[config.mk]
export PLATFORM = sky130hd
export DESIGN_NAME = hybrid_boot_sequencer
export DESIGN_NICKNAME = d
export VERILOG_FILES = /design/src/rtl/hybrid_boot_pkg.sv /design/src/rtl/hybrid_boot_done_tracker.sv /design/src/rtl/hybrid_boot_sequencer.sv
export SDC_FILE = /design/constraint.sdc
export NUM_CORES = 1
export LEC_CHECK = 0
export CAP_MARGIN = 25
export CORE_MARGIN = 3
export CORE_UTILIZATION = 57
export CTS_CLUSTER_DIAMETER = 40
export DETAILED_ROUTE_END_ITERATION = 6
export GPL_ROUTABILITY_DRIVEN = 1
export PLACE_DENSITY_LB_ADDON = 0.12
export SETUP_SLACK_MARGIN = 0.05
export SYNTH_ARGS = -nofsm -noshare
export SYNTH_HDL_FRONTEND = slang
export SYNTH_SLANG_ARGS = --single-unit
[constraint.sdc]
create_clock -name clk_i -period 5.16 [get_ports clk_i]
set_clock_uncertainty 0.15 [all_clocks]
set_input_delay 1.032 -clock clk_i [delete_from_list [all_inputs] [get_ports clk_i]]
set_output_delay 1.032 -clock clk_i [all_outputs]
set_load 0.01 [all_outputs]
[src/rtl/hybrid_boot_pkg.sv]
// Shared state encoding, output-control bundle and default sizing for the hybrid boot sequencer.
package hybrid_boot_pkg;

    typedef enum logic [2:0] {
        ST_IDLE    = 3'd0,
        ST_CFG_RST = 3'd1,
        ST_CFG_RUN = 3'd2,
        ST_SETTLE  = 3'd3,
        ST_RUN     = 3'd4,
        ST_HALT    = 3'd5
    } boot_state_e;

    localparam int unsigned DEF_NUM_CFG        = 1;
    localparam int unsigned DEF_CNT_W          = 32;
    localparam int unsigned DEF_TIMEOUT_CYCLES = 4096;
    localparam int unsigned DEF_SETTLE_CYCLES  = 1;

    // Single-bit controls that depend only on the state; cfg_reset_o mirrors config_reset.
    typedef struct packed {
        logic config_clock_en;
        logic config_reset;
        logic cgra_clock_en;
        logic cgra_reset;
        logic riscv_enable;
        logic core_rst_n;
    } ctrl_t;

    localparam ctrl_t CTRL_IDLE = '{config_clock_en: 1'b1, config_reset: 1'b1, cgra_clock_en: 1'b0,
                                    cgra_reset: 1'b1, riscv_enable: 1'b0, core_rst_n: 1'b0};

    function automatic ctrl_t state_ctrl(input boot_state_e s);
        ctrl_t c;
        c = CTRL_IDLE;
        case (s)
            ST_CFG_RUN: c.config_reset = 1'b0;
            ST_SETTLE: begin
                c.config_clock_en = 1'b0;
                c.config_reset    = 1'b0;
            end
            ST_RUN: begin
                c.config_clock_en = 1'b0;
                c.config_reset    = 1'b0;
                c.cgra_clock_en   = 1'b1;
                c.cgra_reset      = 1'b0;
                c.riscv_enable    = 1'b1;
                c.core_rst_n      = 1'b1;
            end
            ST_HALT: c.config_clock_en = 1'b0;
            default: c = CTRL_IDLE;
        endcase
        return c;
    endfunction

    function automatic int unsigned cnt_width(input int unsigned max_val);
        return (max_val < 2) ? 1 : $clog2(max_val + 1);
    endfunction

endpackage

[src/rtl/hybrid_boot_done_tracker.sv]
// Sticky per-channel configurator done latches with an all-done reduction of the post-edge value.
module hybrid_boot_done_tracker #(
    parameter int unsigned NUM_CFG = 1
) (
    input  logic               clk_i,
    input  logic               rst_ni,
    input  logic               clear_i,
    input  logic               sample_i,
    input  logic [NUM_CFG-1:0] cfg_done_i,
    output logic [NUM_CFG-1:0] done_d_o,
    output logic               all_done_o
);

    logic [NUM_CFG-1:0] done_q;
    logic [NUM_CFG-1:0] done_d;

    always_comb begin
        done_d = done_q;
        if (clear_i) begin
            done_d = '0;
        end else if (sample_i) begin
            done_d = done_q | cfg_done_i;
        end
    end

    always_ff @(posedge clk_i or negedge rst_ni) begin
        if (!rst_ni) begin
            done_q <= '0;
        end else begin
            done_q <= done_d;
        end
    end

    // Exposing the next value lets dones arriving together complete configuration in one edge.
    assign done_d_o   = done_d;
    assign all_done_o = &done_d;

endmodule

[src/rtl/hybrid_boot_sequencer.sv]
// Boot sequencer: resets and configures the CGRA through its configurators, then releases CGRA and core.
module hybrid_boot_sequencer
    import hybrid_boot_pkg::*;
#(
    parameter int unsigned NUM_CFG        = DEF_NUM_CFG,
    parameter int unsigned CNT_W          = DEF_CNT_W,
    parameter int unsigned TIMEOUT_CYCLES = DEF_TIMEOUT_CYCLES,
    parameter int unsigned SETTLE_CYCLES  = DEF_SETTLE_CYCLES
) (
    input  logic               clk_i,
    input  logic               rst_ni,
    input  logic               start_i,
    input  logic               reconfig_i,
    input  logic [NUM_CFG-1:0] cfg_done_i,
    input  logic [CNT_W-1:0]   max_cycles_i,
    output logic [NUM_CFG-1:0] cfg_enable_o,
    output logic [NUM_CFG-1:0] cfg_reset_o,
    output logic               config_clock_en_o,
    output logic               config_reset_o,
    output logic               cgra_clock_en_o,
    output logic               cgra_reset_o,
    output logic               riscv_enable_o,
    output logic               core_rst_no,
    output logic [2:0]         state_o,
    output logic               error_o,
    output logic               abort_o,
    output logic [CNT_W-1:0]   run_cycles_o
);

    localparam int unsigned TMO_W = cnt_width(TIMEOUT_CYCLES);
    localparam int unsigned SET_W = cnt_width(SETTLE_CYCLES);

    boot_state_e        state_q,  state_d;
    logic [TMO_W-1:0]   tmo_q,    tmo_d;
    logic [SET_W-1:0]   settle_q, settle_d;
    logic [CNT_W-1:0]   run_q,    run_d;
    logic               error_q,  error_d;
    logic               abort_q,  abort_d;
    ctrl_t              ctrl_q,   ctrl_d;
    logic [NUM_CFG-1:0] cfg_en_q, cfg_en_d;
    logic [NUM_CFG-1:0] cfg_rst_q, cfg_rst_d;

    logic               clear_done;
    logic [NUM_CFG-1:0] done_next;
    logic               all_done;

    hybrid_boot_done_tracker #(
        .NUM_CFG (NUM_CFG)
    ) u_done_tracker (
        .clk_i      (clk_i),
        .rst_ni     (rst_ni),
        .clear_i    (clear_done),
        .sample_i   (state_q == ST_CFG_RUN),
        .cfg_done_i (cfg_done_i),
        .done_d_o   (done_next),
        .all_done_o (all_done)
    );

    always_comb begin
        // NOTE: every _d signal takes its hold value first, so no branch of the case can infer a latch.
        state_d    = state_q;
        tmo_d      = tmo_q;
        settle_d   = settle_q;
        run_d      = run_q;
        error_d    = error_q;
        abort_d    = abort_q;
        clear_done = 1'b0;

        unique case (state_q)
            ST_IDLE, ST_HALT: begin
                if (start_i) begin
                    state_d    = ST_CFG_RST;
                    error_d    = 1'b0;
                    abort_d    = 1'b0;
                    run_d      = '0;
                    clear_done = 1'b1;
                end
            end
            ST_CFG_RST: begin
                state_d = ST_CFG_RUN;
                tmo_d   = '0;
            end
            ST_CFG_RUN: begin
                tmo_d = tmo_q + TMO_W'(1);
                if (all_done) begin
                    state_d  = ST_SETTLE;
                    settle_d = '0;
                end else if (tmo_q == TMO_W'(TIMEOUT_CYCLES - 1)) begin
                    state_d = ST_HALT;
                    error_d = 1'b1;
                end
            end
            ST_SETTLE: begin
                settle_d = settle_q + SET_W'(1);
                if (settle_q == SET_W'(SETTLE_CYCLES - 1)) begin
                    state_d = ST_RUN;
                end
            end
            ST_RUN: begin
                // Cycle-limit abort wins over a reconfiguration request in the same cycle.
                if ((max_cycles_i != '0) && (run_q >= max_cycles_i)) begin
                    state_d = ST_HALT;
                    abort_d = 1'b1;
                end else if (reconfig_i) begin
                    state_d    = ST_CFG_RST;
                    clear_done = 1'b1;
                end else if (run_q != '1) begin
                    run_d = run_q + CNT_W'(1);
                end
            end
            default: state_d = ST_IDLE;
        endcase

        ctrl_d    = state_ctrl(state_d);
        cfg_en_d  = (state_d == ST_CFG_RUN) ? ~done_next : '0;
        cfg_rst_d = {NUM_CFG{ctrl_d.config_reset}};
    end

    // NOTE: non-blocking assignments so every register samples its peers' pre-edge values.
    always_ff @(posedge clk_i or negedge rst_ni) begin
        if (!rst_ni) begin
            state_q   <= ST_IDLE;
            tmo_q     <= '0;
            settle_q  <= '0;
            run_q     <= '0;
            error_q   <= 1'b0;
            abort_q   <= 1'b0;
            ctrl_q    <= CTRL_IDLE;
            cfg_en_q  <= '0;
            cfg_rst_q <= '1;
        end else begin
            state_q   <= state_d;
            tmo_q     <= tmo_d;
            settle_q  <= settle_d;
            run_q     <= run_d;
            error_q   <= error_d;
            abort_q   <= abort_d;
            ctrl_q    <= ctrl_d;
            cfg_en_q  <= cfg_en_d;
            cfg_rst_q <= cfg_rst_d;
        end
    end

    assign cfg_enable_o      = cfg_en_q;
    assign cfg_reset_o       = cfg_rst_q;
    assign config_clock_en_o = ctrl_q.config_clock_en;
    assign config_reset_o    = ctrl_q.config_reset;
    assign cgra_clock_en_o   = ctrl_q.cgra_clock_en;
    assign cgra_reset_o      = ctrl_q.cgra_reset;
    assign riscv_enable_o    = ctrl_q.riscv_enable;
    assign core_rst_no       = ctrl_q.core_rst_n;
    assign state_o           = state_q;
    assign error_o           = error_q;
    assign abort_o           = abort_q;
    assign run_cycles_o      = run_q;

endmodule

# Word level (Yosys, flattened, before mapping)
# Cells that the tools add are included.
[totals]
romBits = 0
mem_count = 0
out_inout_bits = 45
elab_cells = 84
latchBits = 0
ff_bits = 59
ram_bits = 0
[op_classes]
n_mux = 31
reduce_logical = 14
n_div = 0
add_sub_neg = 3
bitwise_logic = 2
n_eq_ne = 19
n_mul = 0
n_shift = 0
n_lt_le_gt_ge = 1
[op_table]
columns = ["operator", "count"]
rows = [
  ["32-bit two-way mux", 4],
  ["32-bit one-hot mux with 2 select lines", 1],
  ["32-bit by 1-bit adder with 32-bit output, second input constant", 1],
  ["32-bit >= comparator", 1],
  ["32-bit != test, second input constant", 1],
  ["32-bit nonzero test", 1],
  ["13-bit one-hot mux with 2 select lines", 1],
  ["3-bit two-way mux", 6],
  ["2-bit != test, second input constant", 8],
  ["3-bit one-hot mux with 5 select lines", 1],
  ["13-bit by 1-bit adder with 13-bit output, second input constant", 1],
  ["13-bit by 12-bit equality test with 1-bit output, second input constant", 1],
  ["1-bit two-way mux", 13],
  ["3-bit by 2-bit equality test with 1-bit output, second input constant", 4],
  ["3-bit equality test, second input constant", 4],
  ["1-bit one-hot mux with 2 select lines", 4],
  ["2-bit nonzero test", 4],
  ["3-bit OR reduction", 2],
  ["5-bit AND reduction", 1],
  ["4-bit two-way mux", 1],
  ["4-bit AND reduction", 1],
  ["3-bit by 1-bit equality test with 1-bit output, second input constant", 1],
  ["3-bit zero test", 1],
  ["3-bit AND reduction", 1],
  ["other kinds (6)", 6],
]

# Depth between registers and ports, before layout
# Gate-level depths: netlist (run 1).
[logic_depth]
word_depth = 10
mapped_depth = 11
depth_no_buf = 9

# Cells and area by module
# A second synthesis (run 1) with hierarchy kept.
[hier_totals]
hier_cells = 462
hier_area_um2 = 4023.9
[by_module_without_submodules]
columns = ["module", "seq_area_each_um2", "cells_per_inst", "instances", "area_per_inst_um2"]
rows = [
  ["hybrid_boot_sequencer", 1405.1, 458, 1, 3982.6],
  ["hybrid_boot_done_tracker", 25.0, 4, 1, 41.3],
]

# Worst setup path after synthesis (run 1)
# Ideal clock, no wire load.
[synth_timing]
path_type = "input to register"
from = "input max_cycles_i[14]"
to = "register run_q[21], in the netlist run_cycles_o[21]"
t_arrival_ps = 2964
path_slack_ps = 1921
path_stages = 9
n_path_buf = 0
setup_time_ps = 125
cell_sequence = "inv_1 > ha_1 > nand4_2 > or4_1 > a221oi_2 > o31a_4 > nor3_4 > nand3_1 > mux2_2"
[synth_via]
elab_chain_len = 4
word_cells_on_any_way = 5
classes_between = "order compare: 1; eq/ne: 1; reduce/logical: 3"
[synth_rtl]
columns = ["item", "line", "text"]
rows = [
  ["start: declaration", "hybrid_boot_sequencer.sv:15", "input logic [CNT_W-1:0] max_cycles_i,"],
  ["32-bit >= comparator / 32-bit nonzero test (equally long branches)", "hybrid_boot_sequencer.sv:101", "if ((max_cycles_i != '0) && (run_q >= max_cycles_i)) begin"],
  ["1-bit logical AND (*)", "hybrid_boot_sequencer.sv:101", ""],
  ["2-bit != test (no line) (*)", "--", ""],
  ["5-bit AND reduction (no line) (*)", "--", ""],
  ["end signal: assignment", "hybrid_boot_sequencer.sv:135", "run_q <= run_d;"],
  ["end: declaration", "hybrid_boot_sequencer.sv:36", "logic [CNT_W-1:0] run_q, run_d;"],
]
# Every way passes the cells marked *; elsewhere a longest branch is shown, timed or not.
# A chain may end at the register's enable or synchronous reset.

# Worst setup path in the final report (run 1)
[layout_timing]
from = "input max_cycles_i[23]"
to = "register run_q[21], in the netlist run_cycles_o[21]"
# The elaborated chain is that of the path after synthesis.

==> impl_results.md, run 1 <==
- #FFs+latches synth: 57
- Remaining global-route overflow: 0
- Post-DP HPWL: 8350 um
- Tot Pwr: 1.61 mW
- Setup crit start: max_cycles_i[23]
- First-pass GRT wire length: 18900 um
- Final setup fails: 0
- Crit Path Class: input pin to register
- Worst slew pin tran: 0.773 ns
- Buffers on Ports: 81
- Hold path start: tmo_q[6]
- DR vias: 3940
- Ys flop type: dfrtp_1
- EDFF count, synth: 0
- Wire per inst: 17.3 um
- Slew Limit Headroom: 0.484
- Crit. End Element: register
- Reg clk slew, reported paths: 0.06 ns
- Fmax: 263 MHz
- Yosys warnings: 0
- Pins over their slew limit: 0
- Worst-path maximum fanout: 16
- CP Launch Type: input pin
- Worst-Skew Late Latency: 0.34 ns
- Hold Buf Count CTS: 0
- Status: finished, final reports clean
- Drt pass-1 iters: 5
- Total GRT Usage: 0.277
- # H-tree levels: 3
- Post-Place Cells: 632
- Number of buffers created by CTS: 9
- CTS Buffer Depth: 2
- Syn Std Cell Area: 4170 um2
- Vias/cell: 6.08
- Gate count of the mapped netlist: 470
- CTS sink cnt: 57
- Syn_nets: 541
- Routed wire length: 11200 um
- Sequential element share of the synthesized area: 0.343
- Ys async rst share: 1.00
- Unrepaired setup endpoints after global routing: no
- Nets: 618
- Crit path DAT: 3.87 ns
- Boundary Pins: 82
- Postcts setup bufs: 0
- Fin crit share: 0.736
- Core ar.: 6940 um2
- HP Class: register to register
- Row count: 30
- TritonCTS clock tree: yes
- Initial antenna violation count: 0
- Final Hold Viols: 0
- Power Dens Cells: 309 nW/um2
- DRC Markers: 0
- Netlist cell types: 64
- Ant. Diodes: 0
- GP Congestion: 0.868
- DIE HEIGHT: 91.5 um
- Largest net degree at the start of global routing: 58
- Iter 0 DRT Violations: 306
- Root Buffer: clkbuf_8
- Die width: 91.5 um
- Routed Antenna Nets: 0
- Setup TNS: 0 ns
- Vias in the first global route: 3915
- Commonest cells after routing, fill and taps aside: clkdlybuf4s50_1 (80), dfrtp_1 (54), nand2_1 (51)
- Most common cell after layout, fill and taps aside: clkdlybuf4s50_1
- Pleak: 2.35 nW
- Filler instances: 537
- Worst endpoint required time: 5.24 ns
- Max Cap Viol: 0
- R2r startpoint: run_cycles_o[26]
- VDD IR max: 246 uV
- Crit path time final: 3.80 ns
- Die ar.: 8380 um2
- Non-filler cells, final: 648
- Cts repair resizes: 0
- Share of layout cells above drive strength 1: 0.112
- Area grow syn2layout: 24.7%
- Avg Cell Area, Syn: 8.88 um2
- Starting Density: 0.601
cell type report:
type / count / area [um2] / area share
Clock buffer: 11 / 151 / 0.0291
Sequential cell: 57 / 1430 / 0.275
Inverter: 41 / 159 / 0.0305
Timing Repair Buffer: 84 / 828 / 0.159
Multi-Input combinational cell: 354 / 2440 / 0.468
Tap cell: 96 / 120 / 0.0231
Clock inverter: 5 / 77.6 / 0.0149
through the flow:
step	hold slack [ns]	area (um2)	utilization	worst slack (ns)
after CTS	0.324	5200	0.749	1.40
after global routing	0.361	5200	0.749	1.11
final	0.327	5200	0.749	1.36
after global placement	0.307	4970	0.716	1.16
after floorplan	0.288	4170	-	1.92
after detailed placement	0.314	4970	0.716	1.06
routing by layer:
layer / share of wire / vias up / GRT usage
met2: 0.50 / 113 / 0.458
met4: 0.011 / 0 / 0.0804
met3: 0.049 / 18 / 0.0555
li1: - / 1890 / -
met5: 0 / - / 0
met1: 0.44 / 1919 / 0.367
cell families (layout without fill, tap and decap cells):
family / Yosys count / count (layout) / synth area share
simple gates: 203 / 203 / 0.283
flops: 57 / 57 / 0.343
buf+inv: 59 / 141 / 0.0732
fa+ha+maj: 35 / 35 / 0.104
mux: 5 / 5 / 0.0123
compound gates: 104 / 104 / 0.170
xor+xnor: 7 / 7 / 0.0147
Yosys cell counts, types with 3 or more instances:
| cell | count | area (um2) |
|---|---|---|
| mux2i_1 | 4 | 40.0 |
| inv_1 | 38 | 143 |
| a31oi_1 | 5 | 31.3 |
| a41o_1 | 4 | 40.0 |
| or4_1 | 9 | 67.6 |
| nor2_1 | 25 | 93.8 |
| nand4_1 | 18 | 113 |
| dfrtp_1 | 54 | 1350 |
| and3_1 | 13 | 81.3 |
| nor3_1 | 5 | 25.0 |
| nand4_2 | 3 | 37.5 |
| or3_1 | 8 | 50.1 |
| nor4_1 | 14 | 87.6 |
| and4_1 | 4 | 35.0 |
| nor2b_1 | 3 | 18.8 |
| o21ai_0 | 24 | 120 |
| nand2b_1 | 4 | 25.0 |
| nand3_1 | 22 | 110 |
| buf_4 | 4 | 30.0 |
| o21a_1 | 4 | 30.0 |
| xnor2_1 | 7 | 61.3 |
| o21ai_2 | 6 | 52.6 |
| nand2_1 | 51 | 191 |
| dfstp_2 | 3 | 78.8 |
| a21oi_2 | 7 | 61.3 |
| a21oi_1 | 26 | 130 |
| buf_6 | 6 | 67.6 |
| o31ai_1 | 7 | 52.6 |
| ha_1 | 34 | 425 |
| and2_1 | 6 | 37.5 |
| o211ai_1 | 4 | 30.0 |
| clkbuf_1 | 5 | 18.8 |
| nor3_4 | 3 | 48.8 |
path summary, 6_finish.rpt:
kind | to | slack (ns) | depth (start not counted)
min in group asynchronous | run_cycles_o[20] | 0.68 | 2
hold / removal | tmo_q[6] | 0.33 | 1
setup / recovery | run_cycles_o[21] | 1.36 | 10
hold reg to reg | tmo_q[6] | 0.33 | 1
max in group asynchronous | tmo_q[10] | 3.68 | 2
setup reg to reg | run_cycles_o[21] | 2.10 | 8
critical path, cell delays in order:
cell             delay [ns]
clkdlybuf4s50_1        0.48
inv_1                  0.05
ha_1                   0.31
a21oi_1                0.16
o21ai_1                0.09
a221oi_1               0.37
o22ai_1                0.34
nor3_4                 0.59
nand3_1                0.15
mux2_2                 0.30
sequential cells by signal (all words and copies together) (netlist names):
| register | flops |
|---|---|
| abort_o | 1 |
| cfg_enable_o | 1 |
| cfg_reset_o | 1 |
| cgra_clock_en_o | 1 |
| cgra_reset_o | 1 |
| config_clock_en_o | 1 |
| error_o | 1 |
| run_cycles_o | 32 |
| settle_q | 1 |
| state_o | 3 |
| tmo_q | 13 |
| u_done_tracker.done_q | 1 |
power by group:
group / internal, mW / switching, mW / total (mW)
logic: 0.231 / 0.320 / 0.551
clock network: 0.296 / 0.188 / 0.484
registers: 0.504 / 0.0709 / 0.575
total: 1.03 / 0.579 / 1.61
No activity file was read; power rests on OpenSTA's default activity.
==> run 2: changes to the inputs <==
--- a/config.mk
+++ b/config.mk
@@ -7,7 +7,7 @@
 export LEC_CHECK = 0
 export CAP_MARGIN = 25
 export CORE_MARGIN = 3
-export CORE_UTILIZATION = 57
+export CORE_UTILIZATION = 53
 export CTS_CLUSTER_DIAMETER = 40
 export DETAILED_ROUTE_END_ITERATION = 6
 export GPL_ROUTABILITY_DRIVEN = 1
==> constraint.sdc (replaced) <==
create_clock -name clk_i -period 3.5 [get_ports clk_i]
set_clock_uncertainty 0.15 [all_clocks]
set_input_delay 0.7 -clock clk_i [delete_from_list [all_inputs] [get_ports clk_i]]
set_output_delay 0.7 -clock clk_i [all_outputs]
set_load 0.01 [all_outputs]
==> run 2 against run 1 <==
Compared with the run above: critical path depth rose by 2; sequential cell count did not move; via count rose by 0.89%; clock power rose by 37%; first-iteration DRC count fell by 24%; non-clock buffer count rose by 15; critical endpoint is now run_cycles_o[4].
==> impl_results.md, run 2 (synthesis gave the netlist of run 1 again) <==
- Ant. Diodes: 0 (unchanged)
- Pins over their slew limit: 0 (unchanged)
- Post-DP HPWL: 8550 um (+2.4%)
- Crit path top cell by count: buf_4
- Boundary Pins: 82 (unchanged)
- CTS Buffer Depth: 2 (unchanged)
- Power Dens Cells: 441 nW/um2 (+42%)
- Initial antenna violation count: 0 (unchanged)
- Reg-to-reg endpoint: run_cycles_o[4]
- Row count: 31 (+3.3%)
- Worst-path maximum fanout: 6 (-10)
- TritonCTS clock tree: yes
- Cell breakdown of the critical path: clkdlybuf4s50_1 > inv_1 > ha_1 > a21oi_1 > o21ai_1 > a221oi_1 > o22ai_1 > buf_4 > nor4_1 > buf_4 > xnor2_1 > nor2_1
- CTS sink cnt: 57 (unchanged)
- Routed wire length: 11300 um (+1.1%)
- Met2 routed WL: 5410 um (-3.2%)
- Met3 wire len: 633 um (+15%)
- Routed Antenna Nets: 0 (unchanged)
- Reg clk slew, reported paths: 0.07 ns (about the same)
- Max Cap Viol: 0 (unchanged)
- Starting Density: 0.560 (-0.0406)
- Final setup fails: 0 (unchanged)
- Postcts setup bufs: 0 (unchanged)
- Crit. End Element: register
- Number of buffers created by CTS: 9 (unchanged)
- Root Buffer: clkbuf_8
- Largest register FFs: 32 (unchanged)
- Worst endpoint required time: 3.57 ns (-1.67 ns)
- Fmax: 304 MHz
- Filler instances: 594 (+11%)
- Area grow syn2layout: 27.5%
- Footprint of the multi-input gates: 2440 um2 (unchanged)
- Iter 0 DRT Violations: 232 (-24%)
- R2r startpoint: run_cycles_o[17]
- Fin crit share: 0.939
- Total GRT Usage: 0.261 (-0.0161)
- Die ar.: 8970 um2 (+7.0%)
- DRC Markers: 0 (unchanged)
- CP Launch Type: input pin
- Die width: 94.7 um (+3.5%)
- Area after DPL: 5100 um2 (+2.6%)
- Unrepaired setup endpoints after global routing: no
- Buffers on Ports: 81 (unchanged)
- Drt pass-1 iters: 5 (unchanged)
- Hold Buf Count CTS: 0 (unchanged)
- DR vias: 3975 (+0.89%)
- Pleak: 2.42 nW (+2.9%)
- Wire per inst: 17.0 um (-1.7%)
- Hold slack final: 0.172 ns (-0.155 ns)
- Final Hold Viols: 0 (unchanged)
- Vias/cell: 5.97 (-1.8%)
- Commonest cells after routing, fill and taps aside: clkdlybuf4s50_1 (80), dfrtp_1 (54), nand2_1 (51)
- # H-tree levels: 3 (unchanged)
- Core ar.: 7450 um2 (+7.2%)
- Remaining global-route overflow: 0 (unchanged)
- Worst reg-to-reg setup slack: 0.61 ns (-1.49 ns)
- DIE HEIGHT: 94.7 um (+3.5%)
- Largest net degree at the start of global routing: 28 (-52%)
- Crit path DAT: 3.36 ns (-0.51 ns)
- GP Congestion: 0.880 (+1.4%)
- Slowest stage cell on the critical path: clkdlybuf4s50_1
- Share of layout cells above drive strength 1: 0.136 (+0.0235)
- Crit Path Class: input pin to register
- Nets: 633 (+2.4%)
- Worst slew pin tran: 0.543 ns (-0.230 ns)
- WL met1: 5100 um (+3.0%)
- Reg2reg path depth: 10 (+2)
- HP Class: input pin to asynchronous set/reset pin
- Vias in the first global route: 3857 (-1.5%)
- Slew Limit Headroom: 0.638 (+0.153)
- CP max stage delay: 0.48 ns (-0.11 ns)
- Worst-Skew Late Latency: 0.34 ns (about the same)
- First-pass GRT wire length: 18500 um (-2.0%)
- Post-route cell area: 5320 um2 (+2.2%)
- Status: finished, final reports clean
- Reg area: 1430 um2 (unchanged)
- Crit path time final: 3.29 ns
- Top Metal Used: met4
- Cts repair resizes: 0 (unchanged)
- VDD IR max: 265 uV (+7.4%)
- Most common cell after layout, fill and taps aside: clkdlybuf4s50_1
## run 2: changes by cell type in the layout (fill, tap and decap cells not counted)
cell / delta
buf_4: +14
buf_12: +1
bufinv_16: -1
clkbuf_8: +1
clkinv_2: -1
clkinvlp_4: +1
## run 2: worst max-delay path by stage
stage	startpoint	endpoint	slack, ns
after CTS	max_cycles_i[23]	run_cycles_o[4]	0.25
after global routing	max_cycles_i[21]	run_cycles_o[9]	0.07
after global placement	max_cycles_i[30]	run_cycles_o[4]	-0.04
after floorplan	max_cycles_i[14]	run_cycles_o[21]	0.59
after detailed placement	max_cycles_i[23]	run_cycles_o[9]	-0.11
final	max_cycles_i[23]	run_cycles_o[4]	0.21
## run 2: per-layer routing
layer  track usage  vias to the layer above
met5             0                        -
met4        0.0901                        0
met2         0.426                      125
met3        0.0510                       16
li1              -                     1914
met1         0.347                     1920
## run 2: where the power goes
group          total [mW]  switching [mW]  leakage [nW]  internal, mW
registers           0.847           0.103         0.774         0.743
logic               0.832           0.471          1.55         0.361
clock network       0.665           0.279         0.105         0.386
total                2.34           0.853          2.42          1.49
## run 2: final cells by class
cell class | instances | share of cell area
Multi-Input combinational cell | 354 | 0.458
Sequential cell | 57 | 0.269
Timing Repair Buffer | 99 | 0.179
Clock buffer | 12 | 0.0311
Inverter | 41 | 0.0299
Tap cell | 99 | 0.0233
Clock inverter | 4 | 0.00941
## run 2: critical path: cells and delay by family
| kind | cells | cell delay (ns) |
|---|---|---|
| buffers and inverters | 4 | 0.92 |
| AO/OA/AOI/OAI | 4 | 0.88 |
| AND/OR/NAND/NOR | 2 | 0.43 |
| adder cells (fa/ha/maj) | 1 | 0.32 |
| XOR/XNOR | 1 | 0.11 |
## run 2: stage by stage
| stage | util | power (mW) | setup TNS (ns) | setup slack (ns) | cells |
|---|---|---|---|---|---|
| global route | 0.714 | 2.47 | 0 | 0.0678 | 666 |
| finish | 0.714 | 2.34 | 0 | 0.212 | 666 |
| floorplan | - | 1.39 | 0 | 0.593 | 470 |
| detailed placement | 0.685 | 1.69 | -1.09 | -0.107 | 650 |
| CTS | 0.714 | 2.35 | 0 | 0.251 | 666 |
| global placement | 0.682 | 1.66 | -0.0367 | -0.0367 | 649 |
==> run 3: changes to the inputs <==
--- a/config.mk
+++ b/config.mk
@@ -11,8 +11,10 @@
 export CTS_CLUSTER_DIAMETER = 40
 export DETAILED_ROUTE_END_ITERATION = 6
 export GPL_ROUTABILITY_DRIVEN = 1
+export GPL_TIMING_DRIVEN = 0
 export PLACE_DENSITY_LB_ADDON = 0.12
 export SETUP_SLACK_MARGIN = 0.05
+export SKIP_CTS_REPAIR_TIMING = 1
 export SYNTH_ARGS = -nofsm -noshare
 export SYNTH_HDL_FRONTEND = slang
 export SYNTH_SLANG_ARGS = --single-unit
==> run 3 against run 2 <==
Compared with the run above: non-clock buffer count is 2 higher; largest power group is now combinational logic; count of clock-buffer cells in the layout stayed put; hold slack better by 0.023 ns; fmax is 1.6% lower; clock power is 9.9% lower; sequential power is 5.8% lower.
==> impl_results.md, run 3 (synthesis gave the netlist of run 1 again) <==
- Commonest cells after routing, fill and taps aside: clkdlybuf4s50_1 (80), dfrtp_1 (54), nand2_1 (51)
- Post-Place Setup Slack: -0.168 ns (-0.0611 ns)
- Wire per inst: 16.9 um (-0.79%)
- Switching power: 0.849 mW (-0.44%)
- Area grow syn2layout: 27.5% (about the same)
- Pint: 1.49 mW (about the same)
- Ant. Diodes: 0 (unchanged)
- Crit path time final: 3.34 ns (+0.0530 ns)
- Status: finished, final reports clean
- Die ar.: 8970 um2 (unchanged)
- DIE HEIGHT: 94.7 um (unchanged)
- Worst-Skew Late Latency: 0.33 ns (about the same)
- Final setup fails: 0 (unchanged)
- Routed Antenna Nets: 0 (unchanged)
- Post-layout util: 0.714 (about the same)
- DR vias: 3980 (+0.13%)
- Clk pwr share: 0.256 (-0.028)
- Crit. End Element: register
- Worst endpoint required time: 3.56 ns (about the same)
- Vias in the first global route: 3885 (+0.73%)
- Buffers on Ports: 81 (unchanged)
- CTS Buffer Depth: 2 (unchanged)
- Final Hold Viols: 0 (unchanged)
- Initial antenna violation count: 0 (unchanged)
- Core ar.: 7450 um2 (unchanged)
- CP Launch Type: input pin
- CP delay by family, top: compound AO/OA/AOI/OAI gates
- Pins over their slew limit: 0 (unchanged)
- Worst slew pin tran: 0.865 ns (+0.322 ns)
- Largest net degree at the start of global routing: 38 (+36%)
- Share of power burned in combinational logic: 0.403 (+0.048)
- Filler instances: 573 (-3.5%)
- Boundary Pins: 82 (unchanged)
- Largest register FFs: 32 (unchanged)
- Crit path DAT: 3.41 ns (+0.05 ns)
- First-pass GRT wire length: 18900 um (+2.5%)
- Hold slack final: 0.196 ns (+0.0233 ns)
- # H-tree levels: 3 (unchanged)
- Number of buffers created by CTS: 9 (unchanged)
- Power Dens Cells: 440 nW/um2 (-0.22%)
- Worst-path maximum fanout: 7 (+1)
- Iter 0 DRT Violations: 247 (+6.5%)
- Total GRT Usage: 0.266 (+0.00459)
- Root Buffer: clkbuf_8
- Drt pass-1 iters: 5 (unchanged)
- Die width: 94.7 um (unchanged)
- Flop pwr share: 0.341 (-0.020)
- Most common cell after layout, fill and taps aside: clkdlybuf4s50_1
- Pleak: 2.42 nW (-0.17%)
- CP max stage delay: 0.48 ns (about the same)
- GP Congestion: 0.831 (-5.6%)
- Reg area: 1430 um2 (unchanged)
- Reg clk slew, reported paths: 0.07 ns (about the same)
- Footprint of the multi-input gates: 2440 um2 (unchanged)
- TritonCTS clock tree: yes
- Slew Limit Headroom: 0.423 (-0.215)
- Share of layout cells above drive strength 1: 0.127 (-0.00926)
- Cell breakdown of the critical path: clkdlybuf4s50_1 > inv_1 > ha_1 > a21oi_1 > nand2_1 > a221oi_1 > o22ai_1 > nor3_4 > buf_4 > a31oi_1 > a41o_1
- Fmax: 299 MHz (-1.6%)
- Unrepaired setup endpoints after global routing: no
- VDD IR max: 418 uV (+58%)
- DRC Markers: 0 (unchanged)
- Fin worst setup slack: 0.159 ns (-0.0530 ns)
- Switching Share: 0.363 (-0.000916)
- Slowest stage cell on the critical path: clkdlybuf4s50_1
- Vias/cell: 5.96 (-0.17%)
- Crit Path Class: input pin to register
- CTS sink cnt: 57 (unchanged)
- Worst path bufs/invs: 3 (-1)
- Row count: 31 (unchanged)
- Remaining global-route overflow: 0 (unchanged)
- Routed wire length: 11300 um (-0.49%)
- Nets: 635 (+0.32%)
- Max Cap Viol: 0 (unchanged)
- Starting Density: 0.560 (unchanged)
- Post-DP HPWL: 8650 um (+1.2%)
- Fin crit share: 0.955 (+0.0151)
- HP Class: input pin to asynchronous set/reset pin
run 3: changes by cell type in the layout (fill, tap and decap cells not counted), sizes merged:
cell	delta
clkinv	+2
buf	-3
clkbuf	+5
clkinvlp	-2
run 3: path summary, 6_finish.rpt:
check / from / to / slack (ns) / cells after the start
hold reg to reg: tmo_q[6] / tmo_q[6] / 0.33 / 1
setup / recovery: max_cycles_i[30] / run_cycles_o[26] / 0.16 / 11
setup reg to reg: run_cycles_o[30] / run_cycles_o[26] / 0.57 / 9
max in group asynchronous: rst_ni / error_o / 2.42 / 2
min in group clk_i: tmo_q[6] / tmo_q[6] / 0.33 / 1
hold / removal: rst_ni / tmo_q[9] / 0.20 / 1
run 3: power by group through the flow:
stage	clock network, mW	registers, mW	logic (mW)
6_report	0.599	0.798	0.942
5_1_grt	0.642	0.806	1.03
4_1_cts	0.609	0.799	0.931
3_5_place_dp	0	0.810	0.925
3_3_place_gp	0	0.807	0.904
2_1_floorplan	0	0.825	0.570
run 3: worst register-to-register path: stages (launching register included):
cell	delay, ns
dfrtp_1	0.46
ha_1	0.35
a21oi_1	0.16
nand2_1	0.07
a221oi_1	0.38
o22ai_1	0.35
nor3_4	0.39
buf_4	0.20
a31oi_1	0.09
a41o_1	0.23
run 3: through the flow:
stage / setup TNS, ns / area [um2] / power [mW] / std cells
after floorplan: 0 / 4170 / 1.39 / 470
after global placement: -14.92 / 5110 / 1.71 / 650
after detailed placement: -1.41 / 5120 / 1.74 / 651
after CTS: 0 / 5310 / 2.34 / 667
after global routing: 0 / 5320 / 2.48 / 668
final: 0 / 5320 / 2.34 / 668
run 3: area by class of cell:
class,instances,area share
Buffer,18,0.0275
Clock buffer,12,0.0273
Clock inverter,4,0.00847
Inverter,41,0.0299
Multi-Input combinational cell,354,0.458
Sequential cell,57,0.269
Tap cell,99,0.0233
Timing Repair Buffer,83,0.157
run 3: per-layer routing:
metal,GRT usage,part of all wire
met1,0.357,0.44
met2,0.442,0.48
met3,0.0478,0.058
met4,0.0721,0.016
met5,0,0
